[config.mk]
export PLATFORM = sky130hd
export DESIGN_NAME = fetch_pc_unit
export DESIGN_NICKNAME = d
export VERILOG_FILES = /design/src/rtl/riscv_pkg.sv /design/src/rtl/fetch_pc_unit_pc_next_gen.sv /design/src/rtl/fetch_pc_unit.sv
export SDC_FILE = /design/constraint.sdc
export NUM_CORES = 1
export LEC_CHECK = 0
export BUFFER_PORTS_ARGS = -buffer_cell sky130_fd_sc_hd__buf_2
export CORE_AREA = 3 3 122 124
export DETAILED_ROUTE_END_ITERATION = 16
export DIE_AREA = 0 0 125 127
export PLACE_DENSITY = 0.93
export SLEW_MARGIN = 20
export SYNTH_ARGS = -nofsm -noshare
export SYNTH_HDL_FRONTEND = slang
export SYNTH_SLANG_ARGS = --single-unit
[constraint.sdc]
create_clock -name i_clk -period 3.69 [get_ports i_clk]
set_clock_uncertainty 0.15 [all_clocks]
set_input_delay 0.1845 -clock i_clk [delete_from_list [all_inputs] [get_ports i_clk]]
set_output_delay 0.1845 -clock i_clk [all_outputs]
set_load 0.03 [all_outputs]
[src/rtl/riscv_pkg.sv]
// Shared RISC-V constants and the fetch-stage state encoding.
package riscv_pkg;

  // Major opcodes (inst[6:2]) for control-flow instructions
  localparam logic [4:0] OP_BRANCH = 5'b11000;
  localparam logic [4:0] OP_JAL    = 5'b11011;
  localparam logic [4:0] OP_JALR   = 5'b11001;

  // addi x0,x0,0
  localparam logic [31:0] NOP_INSTR = 32'h0000_0013;

  typedef enum logic [1:0] {
    S_BOOT = 2'd0,
    S_REQ  = 2'd1,
    S_WAIT = 2'd2,
    S_HOLD = 2'd3
  } fetch_state_e;

  // True for any opcode that can redirect the front end
  function automatic logic is_ctrl_flow(input logic [4:0] op);
    return (op == OP_BRANCH) || (op == OP_JAL) || (op == OP_JALR);
  endfunction

endpackage

[src/rtl/fetch_pc_unit_pc_next_gen.sv]
// Next-PC arithmetic for the fetch stage: sequential increment, aligned
// redirect target and misalignment flag. Purely combinational.
module pc_next_gen #(
  parameter int W = 32
) (
  input  logic [W-1:0] pc_i,
  input  logic         jump_i,
  input  logic [W-1:0] target_i,
  output logic [W-1:0] next_pc_o,
  output logic [W-1:0] pc_four_o,
  output logic         misalign_o
);

  // Sequential PC wraps modulo 2^W; redirect targets are forced word aligned
  always_comb begin
    pc_four_o  = pc_i + W'(4);
    next_pc_o  = jump_i ? {target_i[W-1:2], 2'b00} : pc_four_o;
    misalign_o = jump_i && (target_i[1:0] != 2'b00);
  end

endmodule

[src/rtl/fetch_pc_unit.sv]
// Program counter and instruction fetch stage. One request outstanding at a
// time; the returned word is buffered for decode, and fetches on the wrong
// path are squashed when execute redirects.
//
// state  | meaning
// S_BOOT | one idle cycle after reset release
// S_REQ  | request presented on imem, waiting for ready
// S_WAIT | request accepted, waiting for the response
// S_HOLD | instruction buffered and offered to decode
module fetch_pc_unit
  import riscv_pkg::*;
#(
  parameter int           W         = 32,
  parameter logic [W-1:0] RESET_PC  = 32'h0000_0000,
  parameter logic [W-1:0] NOP_INSTR = riscv_pkg::NOP_INSTR
) (
  input  logic         i_clk,
  input  logic         i_rst_n,
  input  logic         i_jump,
  input  logic [W-1:0] i_target,
  output logic         o_imem_valid,
  input  logic         i_imem_ready,
  output logic [W-1:0] o_imem_addr,
  input  logic         i_rsp_valid,
  input  logic [W-1:0] i_rsp_data,
  output logic         o_instr_valid,
  input  logic         i_dec_ready,
  output logic [W-1:0] o_instr,
  output logic [W-1:0] o_pc,
  output logic [W-1:0] o_pc_four,
  output logic         o_misalign
);

  fetch_state_e state_q, state_d;
  logic [W-1:0] pc_q, pc_d;
  logic [W-1:0] addr_q, addr_d;
  logic [W-1:0] instr_q, instr_d;
  logic [W-1:0] opc_q, opc_d;
  logic [W-1:0] opf_q, opf_d;
  logic         kill_q, kill_d;
  logic         mis_q, mis_d;

  logic [W-1:0] next_pc;
  logic [W-1:0] pc_four;
  logic         misalign;
  logic         redirect;

  pc_next_gen #(.W(W)) u_pc_next_gen (
    .pc_i       (pc_q),
    .jump_i     (i_jump),
    .target_i   (i_target),
    .next_pc_o  (next_pc),
    .pc_four_o  (pc_four),
    .misalign_o (misalign)
  );

  // Redirects are ignored during the boot cycle
  assign redirect = i_jump && (state_q != S_BOOT);

  // Next-state logic. addr_q is a separate copy of the PC so a presented
  // request never changes under a redirect before it is accepted.
  always_comb begin
    state_d = state_q;
    pc_d    = pc_q;
    addr_d  = addr_q;
    instr_d = instr_q;
    opc_d   = opc_q;
    opf_d   = opf_q;
    kill_d  = kill_q;
    mis_d   = 1'b0;

    if (redirect) begin
      pc_d  = next_pc;
      mis_d = misalign;
    end

    case (state_q)
      S_BOOT: begin
        state_d = S_REQ;
        addr_d  = pc_q;
      end
      S_REQ: begin
        // The in-flight request stays; its response will be dropped instead
        if (redirect) kill_d = 1'b1;
        if (i_imem_ready) state_d = S_WAIT;
      end
      S_WAIT: begin
        if (i_rsp_valid) begin
          if (kill_q || redirect) begin
            kill_d  = 1'b0;
            state_d = S_REQ;
            addr_d  = pc_d;
          end else begin
            instr_d = i_rsp_data;
            opc_d   = pc_q;
            opf_d   = pc_four;
            state_d = S_HOLD;
          end
        end else if (redirect) begin
          kill_d = 1'b1;
        end
      end
      S_HOLD: begin
        // Redirect outranks decode accepting the buffered word
        if (redirect) begin
          state_d = S_REQ;
          addr_d  = pc_d;
        end else if (i_dec_ready) begin
          pc_d    = pc_four;
          addr_d  = pc_four;
          state_d = S_REQ;
        end
      end
      default: state_d = S_BOOT;
    endcase
  end

  // State and datapath registers
  always_ff @(posedge i_clk or negedge i_rst_n) begin
    if (!i_rst_n) begin
      state_q <= S_BOOT;
      pc_q    <= RESET_PC;
      addr_q  <= RESET_PC;
      instr_q <= NOP_INSTR;
      opc_q   <= RESET_PC;
      opf_q   <= RESET_PC + W'(4);
      kill_q  <= 1'b0;
      mis_q   <= 1'b0;
    end else begin
      state_q <= state_d;
      pc_q    <= pc_d;
      addr_q  <= addr_d;
      instr_q <= instr_d;
      opc_q   <= opc_d;
      opf_q   <= opf_d;
      kill_q  <= kill_d;
      mis_q   <= mis_d;
    end
  end

  // A wrong-path word is never offered in the cycle of the redirect
  always_comb begin
    o_imem_valid  = (state_q == S_REQ);
    o_imem_addr   = addr_q;
    o_instr_valid = (state_q == S_HOLD) && !i_jump;
    o_instr       = instr_q;
    o_pc          = opc_q;
    o_pc_four     = opf_q;
    o_misalign    = mis_q;
  end

endmodule
==> results_dict.tcl, run 1 <==
set metrics [dict create \
    run_status "finished, final reports clean" \
    slew_viol_final 0 \
    grt_usage_pct 30.93 \
    first_global_vias 7191 \
    place.gp.congestion 0.9452 \
    grt_pass1_wl_um 39120 \
    cp-start-kind "flip-flop" \
    synth-async-reset-ratio_pct 100.0 \
    slowest_stage "ha_1" \
    cp.required_ps 3850 \
    crit_arrival_ps 2990 \
    drv_cap 0 \
    start_util_pct 57.81 \
    drive_gt1_share_pct 32.69 \
    ir_drop_v 0.0006027 \
    r2r_slack_ps 870 \
    area_growth_pct 30.33 \
    synth_nets 856 \
    worstMarginPinSlew_ps 769.6 \
    diodes 0 \
    finalCriticalPeriod_ps 2823 \
    synth_edf_count 0 \
    cts_made_buffers 17 \
    fmax_ghz 0.3542 \
    end_kind "flip-flop" \
    clockBufferDepth 2 \
    wl_um 24330 \
    reg2regPathDepth 6 \
    fill_cells 917 \
    fin_crit_sh_pct 76.52 \
    crit_buf_inv 2 \
    synth_area_leaders "dfrtp_1, mux2_2, nand2_1" \
    post_drt_via_cell_ratio 5.994 \
    cts_tree "yes" \
    finalHoldViolCount 0 \
    layout_setup_ws_ps 866.5 \
    final_cell_mix "buf_2, dfrtp_1, nand2_1, o21ai_0" \
    tns_ps 0 \
    synth_cell_types 61 \
    grt_max_degree 74 \
    yosysTopAreaCell "dfrtp_1" \
    synth_ff_type "dfrtp_1" \
    antenna_left 0 \
    insertion_delay_ps 440 \
    drt_pre_antenna_iters 6 \
    r2r-end "o_pc[14]" \
    crit_path_max_incr_delay_ps 500 \
    stdcell_count 1214 \
    place_ws_ps 920.0 \
    antenna_found_initial 0 \
    core_um2 13880 \
    critPathKind "reg -> reg" \
    row_count 43 \
    rsz0062_at_grt "no" \
    clk_pin_slew_worst_paths_ps 70 \
    grt-ovfl-total 0 \
    dieArea_um2 15880 \
    cp_cell_sequence "inv_1 > ha_1 > nor2b_1 > nand3_4 > buf_4 > mux2_2" \
    setup_violations 0 \
    hold-path-endpoint "pc_q[31]" \
    seq_area_frac_synth_pct 50.58 \
    seq_area_um2 4059 \
    dpl.cell_count 1115 \
    io_pins 201 \
    slew_headroom_pct 48.50 \
    ys_ff_latch 162 \
    synth_area_per_cell_um2 10.29 \
    synth.top_cell.area_share_pct 49.27 \
    port_buffers 200 \
    r2r_start "state_q[0]" \
    multi_input_area_um2 3675 \
    die_h_um 127 \
    layout_commonest_cell "buf_2" \
    critPathMaxFanout 31 \
    h-tree-depth 4 \
    wire_per_inst_um 20.04 \
    cp_top_family "simple AND/OR/NAND/NOR gates" \
    clock-root-buffer "clkbuf_16" \
    die_w_um 125 \
    syn_inst 780 \
    min-delay-start "i_jump" \
    dp_hpwl_um 15820 \
    ys_warn_count 0 \
    min_path_cells 4 \
    leakage_nw 5.024 \
    drc_errors 0 \
    holdWs_ps 82.43 \
    powerDensity_nw_per_um2 939.0 \
    min_path_type "in -> reg" \
    fin_nets 1097 \
    vias 7277 \
    syn-cell-area_um2 8024 \
    drt_iter0_markers 781 \
    clkSinkCount 162 \
]
-- state kept, by name, indices dropped and copies added, names as in the netlist --
| signal | flops |
|---|---|
| o_imem_addr | 32 |
| o_pc_four | 30 |
| o_misalign | 1 |
| kill_q | 1 |
| o_instr | 32 |
| o_pc | 32 |
| state_q | 2 |
| pc_q | 32 |
-- worst min-delay path, stage by stage --
cell and delay (ps):
buf_2 120, nor2b_4 180, nand2_1 80, o21ai_0 60
-- routing by layer --
metal	global-route usage, %	vias to the layer above	share of wire [%]
met2	50.84	448	48
met1	39.86	3512	38
met3	8.278	61	10
met4	11.29	0	3.1
met5	0	-	0
li1	-	3256	-
-- cells by family (layout without fill, tap and decap cells) --
family                   after synthesis  count (layout)  share of synthesized area, %
AND/OR/NAND/NOR                      250             250                         15.47
XOR/XNOR                              53              53                         5.785
multiplexers                          75              75                         10.40
flip-flops                           162             162                         50.58
buffers and inverters                 73             327                         3.867
AO/OA/AOI/OAI                        161             161                         12.96
adder cells (fa/ha/maj)                6               6                        0.9356
-- power by group --
| group | switching, mW | internal (mW) | leakage [nW] |
|---|---|---|---|
| Sequential | 0.760 | 2.56 | 2.08 |
| Clock | 0.740 | 1.12 | 0.296 |
| Combinational | 3.08 | 1.56 | 2.65 |
-- Yosys cell counts (7+ instances only) --
master	instances
a221oi_1	7
nand4_1	17
dfrtp_1	158
and2_1	7
a222oi_1	10
nand2_1	123
xor2_1	33
inv_1	9
xnor2_1	20
o221ai_1	8
mux2_2	67
buf_1	7
nor2_1	41
o21ai_0	74
buf_2	17
a21oi_1	20
clkbuf_1	35
mux2i_1	8
nand3_1	21
-- worst max-delay path by stage --
stage          startpoint    endpoint  slack (ps)  depth (start not counted)
6_report       state_q[0]    o_pc[14]         870                          6
5_1_grt        state_q[0]    o_pc[14]         690                          6
4_1_cts        state_q[0]    o_pc[14]         910                          6
3_5_place_dp   state_q[0]    o_pc[14]         920                          6
3_3_place_gp   state_q[0]    o_pc[20]        1000                          6
2_1_floorplan  state_q[0]  o_instr[5]        1390                          8
-- repair_timing --
item / in CTS / in global routing
endpoints found under the hold margin: 139 / 0
hold buffers: 67 / 0
resized for setup: 0 / 0
buffers inserted: 0 / 0
-- final cells by class --
cell class              instances  area share, %
flip-flops and latches        162          38.81
multi-input cells             545          35.14
repair buffers                285          17.58
clock buffers                  21          4.499
well taps                     180          2.154
clock inverters                11          1.460
inverters                      10         0.3589
-- per-stage QoR --
stage / utilization (%) / power (mW) / instance area (µm²)
after detailed placement: 66.02 / 7.794 / 9164
after CTS: 75.34 / 9.731 / 10460
after floorplan: - / 6.370 / 8024
after global placement: 66.02 / 7.640 / 9164
after global routing: 75.34 / 10.33 / 10460
final: 75.34 / 9.819 / 10460
(Power assumes the default switching activity.)
==> run 2: changes to the inputs <==
- CORE_AREA: 3 3 122 124 -> 3 3 126 128
- DIE_AREA: 0 0 125 127 -> 0 0 129 131
- PLACE_DENSITY: 0.93 -> 0.88
- clock period: 3.69 -> 2.9 ns (I/O delays scaled with it)
==> run 2 against run 1 <==
Against the previous run:
- hold slack got worse by 56 ps
- critical endpoint is now o_imem_addr[16]
- first-iteration DRC count is 8.8% lower
- via count down 1.0%
- count of clock-buffer cells in the layout is 3 higher
- register-to-register slack worse by 640 ps
- routed wire length shrank 2.4%
- critical path depth is the same
- global-route usage decreased by 2.8 points
- die area rose by 6.5%
- power is 27% higher
- sequential cell count stayed put
==> results_dict.tcl, run 2 (synthesized netlist as in run 1, its figures left out) <==
set metrics [dict create \
    run_status "finished, final reports clean" \
    stdcell_count 1238 \
    die_w_um 129 \
    slew_viol_final 0 \
    crit_arrival_ps 2870 \
    intPower_mw 6.788 \
    drt_pre_antenna_iters 6 \
    fin_nets 1113 \
    wl_um 23750 \
    place.gp.congestion 0.9446 \
    seqPwrFrac_pct 32.9 \
    h-tree-depth 4 \
    start_util_pct 53.58 \
    drc_errors 0 \
    finalHoldViolCount 0 \
    clock-root-buffer "clkbuf_16" \
    final_cell_mix "buf_2, dfrtp_1, nand2_1, o21ai_0" \
    dpl.cell_count 1139 \
    core_um2 14980 \
    pwr-share-clk_pct 18.5 \
    fill_cells 1118 \
    fmax_ghz 0.3745 \
    clkSinkCount 162 \
    grt-ovfl-total 0 \
    drv_cap 0 \
    p_switching_mw 5.706 \
    end_kind "flip-flop" \
    leakage_nw 5.104 \
    clk_pin_slew_worst_paths_ps 60 \
    port_buffers 200 \
    layout_setup_ws_ps 229.6 \
    place_ws_ps 388.1 \
    worstMarginPinSlew_ps 977.0 \
    post_drt_via_cell_ratio 5.817 \
    swShare_pct 45.67 \
    critPathMaxFanout 7 \
    ir_drop_v 0.0006375 \
    area_growth_pct 32.11 \
    cts_tree "yes" \
    p_total_mw 12.49 \
    p_comb_share_pct 48.6 \
    grt_pass1_wl_um 36990 \
    insertion_delay_ps 430 \
    layout_commonest_cell "buf_2" \
    drive_gt1_share_pct 33.52 \
    cp.required_ps 3100 \
    setup_violations 0 \
    io_pins 201 \
    diodes 0 \
    critPathKind "reg -> reg" \
    first_global_vias 6946 \
    cts_made_buffers 17 \
    row_count 45 \
    finalCriticalPeriod_ps 2670 \
    min_path_type "in -> async" \
    powerDensity_nw_per_um2 1179 \
    grt_max_degree 69 \
    antenna_found_initial 0 \
    tns_ps 0 \
    rsz0062_at_grt "no" \
    drt_iter0_markers 712 \
    wire_per_inst_um 19.18 \
    antenna_left 0 \
    fin_crit_sh_pct 92.08 \
    slew_headroom_pct 34.63 \
    clockBufferDepth 2 \
    die_h_um 131 \
    cp-start-kind "flip-flop" \
    dp_hpwl_um 16330 \
    dieArea_um2 16900 \
    grt_usage_pct 28.17 \
    vias 7201 \
]
## run 2: cell types whose count changed in the layout (fill, tap and decap cells not counted), sizes merged
cell / change
buf: +16
inv: -2
clkbuf: +3
clkinv: -1
## run 2: metrics by stage
stage	hold WS (ps)	util (%)	instance area [µm²]
2_1_floorplan	-300.6	-	8024
3_3_place_gp	-89.96	62.24	9321
3_5_place_dp	-92.65	62.24	9321
4_1_cts	18.91	70.78	10600
5_1_grt	46.12	70.78	10600
6_report	26.49	70.78	10600
## run 2: area by class of cell
type                            instances  area [µm²]  area share, %
Sequential cell                       162        4059          38.29
Multi-Input combinational cell        545        3677          34.69
Clock inverter                          8       126.4          1.192
Timing Repair Buffer                  301        1983          18.71
Tap cell                              188       235.2          2.219
Clock buffer                           24       481.7          4.544
Inverter                               10       37.54         0.3541
## run 2: final timing paths
check,start,endpoint,slack [ps],depth (start not counted)
max,pc_q[3],o_imem_addr[16],230,6
min in group i_clk,i_jump,pc_q[26],130,3
max in group asynchronous,i_rst_n,o_instr[0],1800,3
min,i_rst_n,o_instr[16],30,2
max reg2reg,pc_q[3],o_imem_addr[16],230,6
min reg2reg,o_pc_four[20],o_pc_four[20],330,2
## run 2: worst max-delay path, stage by stage (launching register included)
cell	delay, ps
dfrtp_1	500
ha_1	350
nand3_1	330
nor4_4	620
xnor2_1	170
a211oi_1	310
o21bai_1	160
## run 2: per-layer routing
layer	GRT usage [%]	vias to the layer above	part of all wire, %	wire (µm)
li1	-	3277	-	-
met4	12.42	0	3.0	722
met2	44.18	427	47	11070
met3	6.951	60	9.6	2284
met1	37.41	3437	41	9670
met5	0	-	0	0
## run 2: what timing repair did
item,4_1_cts,5_1_grt
hold endpoints to repair,247,0
gates resized for setup,0,0
hold buffers,67,0
buffers inserted,0,0
## run 2: power groups by stage
stage	logic, mW	registers (mW)	clock network (mW)
after floorplan	2.88	5.23	0
after global placement	5.80	4.06	0
after detailed placement	5.92	4.12	0
after CTS	6.03	4.08	2.35
after global routing	6.53	4.24	2.45
final	6.07	4.11	2.31
==> run 3: changes to the inputs <==
- CORE_AREA: 3 3 126 128 -> 3 3 143 172
- DIE_AREA: 0 0 129 131 -> 0 0 146 175
- PLACE_DENSITY: 0.88 -> 0.64
==> run 3 against run 2 <==
Against the previous run:
- combinational power is essentially flat
- routed wire length grew 7.1%
- sequential cell count is the same
- highest routed layer unchanged
- largest power group unchanged
- largest cell class unchanged
==> results_dict.tcl, run 3 (synthesized netlist as in run 1, its figures left out) <==
set metrics [dict create \
    run_status "finished, final reports clean" \
    cts_made_buffers 17 \
    slew_viol_final 0 \
    clk_pin_slew_worst_paths_ps 60 \
    use_met3_pct 3.917 \
    dp_hpwl_um 18390 \
    antenna_left 0 \
    finalHoldViolCount 0 \
    slew_headroom_pct 52.20 \
    multi_input_area_um2 3677 \
    tns_ps 0 \
    grt-ovfl-total 0 \
    swShare_pct 46.68 \
    die_w_um 146 \
    diodes 0 \
    cts_tree "yes" \
    first_global_vias 7111 \
    cp.required_ps 3080 \
    layout_commonest_cell "buf_2" \
    area_growth_pct 34.45 \
    rsz0062_at_grt "no" \
    final_cell_mix "buf_2, dfrtp_1, nand2_1, o21ai_0" \
    wl_um 25440 \
    p_comb_share_pct 49.0 \
    io_pins 201 \
    clkSinkCount 162 \
    vias 7091 \
    intPower_mw 6.608 \
    wire_per_inst_um 18.52 \
    critPathKind "reg -> reg" \
    core_um2 23130 \
    drive_gt1_share_pct 34.28 \
    place.gp.congestion 0.8829 \
    end_kind "flip-flop" \
    leakage_nw 5.129 \
    drt_iter0_markers 579 \
    fmax_ghz 0.3928 \
    setup_violations 0 \
    pwr-share-clk_pct 17.7 \
    grt_max_degree 68 \
    critPathMaxFanout 7 \
    port_buffers 200 \
    grt_usage_pct 20.01 \
    p_total_mw 12.39 \
    dieArea_um2 25550 \
    clockBufferDepth 2 \
    drc_errors 0 \
    grtUsageMet2_pct 33.15 \
    drv_cap 0 \
    met1_usage_pct 25.67 \
    powerDensity_nw_per_um2 1149 \
    grt_busiest_layer "met2" \
    start_util_pct 34.70 \
    h-tree-depth 4 \
    worstMarginPinSlew_ps 714.3 \
    fin_nets 1123 \
    fin_crit_sh_pct 87.79 \
    r2r_slack_ps 350 \
    finalCriticalPeriod_ps 2546 \
    seq_area_um2 4059 \
    cp-start-kind "flip-flop" \
    crit_arrival_ps 2730 \
    antenna_found_initial 0 \
    seqPwrFrac_pct 33.3 \
    cts_resized 0 \
    p_switching_mw 5.785 \
    ir_drop_v 0.0006948 \
    drt_pre_antenna_iters 8 \
    row_count 61 \
    min_path_type "in -> reg" \
    grt_pass1_wl_um 40500 \
    post_drt_via_cell_ratio 5.161 \
    clock-root-buffer "clkbuf_16" \
    die_h_um 175 \
    fill_cells 2212 \
    insertion_delay_ps 430 \
]
[run 3: cell types whose count changed in the layout (fill, tap and decap cells not counted), sizes merged]
| cell | before | now |
|---|---|---|
| buf | 234 | 244 |
| inv | 9 | 13 |
| bufinv | 3 | 1 |
| clkbuf | 24 | 21 |
[run 3: worst max-delay path, cell delays in order (launching register included)]
cell,delay [ps]
dfrtp_1,500
ha_1,350
nand3_1,150
buf_4,210
nor3_2,400
xnor2_1,160
a2111o_1,440
o211ai_1,100
[run 3: per-layer routing]
metal  part of all wire [%]  vias up
met5                      0        -
met4                    3.4        0
met3                    6.2       58
met2                     49      277
met1                     41     3465
li1                       -     3291
[run 3: path summary, 6_finish.rpt]
path,startpoint,end,cells after the start
max reg2reg,pc_q[3],o_imem_addr[14],7
min in group asynchronous,i_rst_n,o_pc[24],2
min reg2reg,o_imem_addr[2],o_imem_addr[2],2
max,pc_q[3],o_imem_addr[14],7
min,i_jump,pc_q[31],4
max in group asynchronous,i_rst_n,o_pc_four[2],3
[run 3: per-stage QoR]
step / setup WS [ps] / std cells / instance area, µm² / util [%] / hold slack, ps
after floorplan: 599.7 / 780 / 8024 / - / -300.6
after global placement: 371.7 / 1276 / 9555 / 41.32 / 40.55
after detailed placement: 364.3 / 1276 / 9555 / 41.32 / 47.11
after CTS: 337.8 / 1374 / 10790 / 46.65 / 46.82
after global routing: 159.0 / 1374 / 10790 / 46.65 / 96.34
final: 354.0 / 1374 / 10790 / 46.65 / 67.06
[run 3: layout make-up]
cell class | instances | area share, %
clock buffers | 21 | 4.268
clock inverters | 10 | 0.9395
inverters | 10 | 0.3479
multi-input cells | 545 | 34.09
flip-flops and latches | 162 | 37.62
well taps | 315 | 3.653
repair buffers | 311 | 19.08
[run 3: power groups by stage]
stage | Clock, mW | Combinational, mW | Sequential, mW
after floorplan | 0 | 2.88 | 5.23
after global placement | 0 | 5.93 | 4.13
after detailed placement | 0 | 6.01 | 4.15
after CTS | 2.26 | 6.10 | 4.11
after global routing | 2.34 | 6.58 | 4.25
final | 2.20 | 6.07 | 4.12
[run 3: what timing repair did]
action                    CTS  global route
hold endpoints to repair  149             0
buffers inserted            0             0
hold buffers               67             0
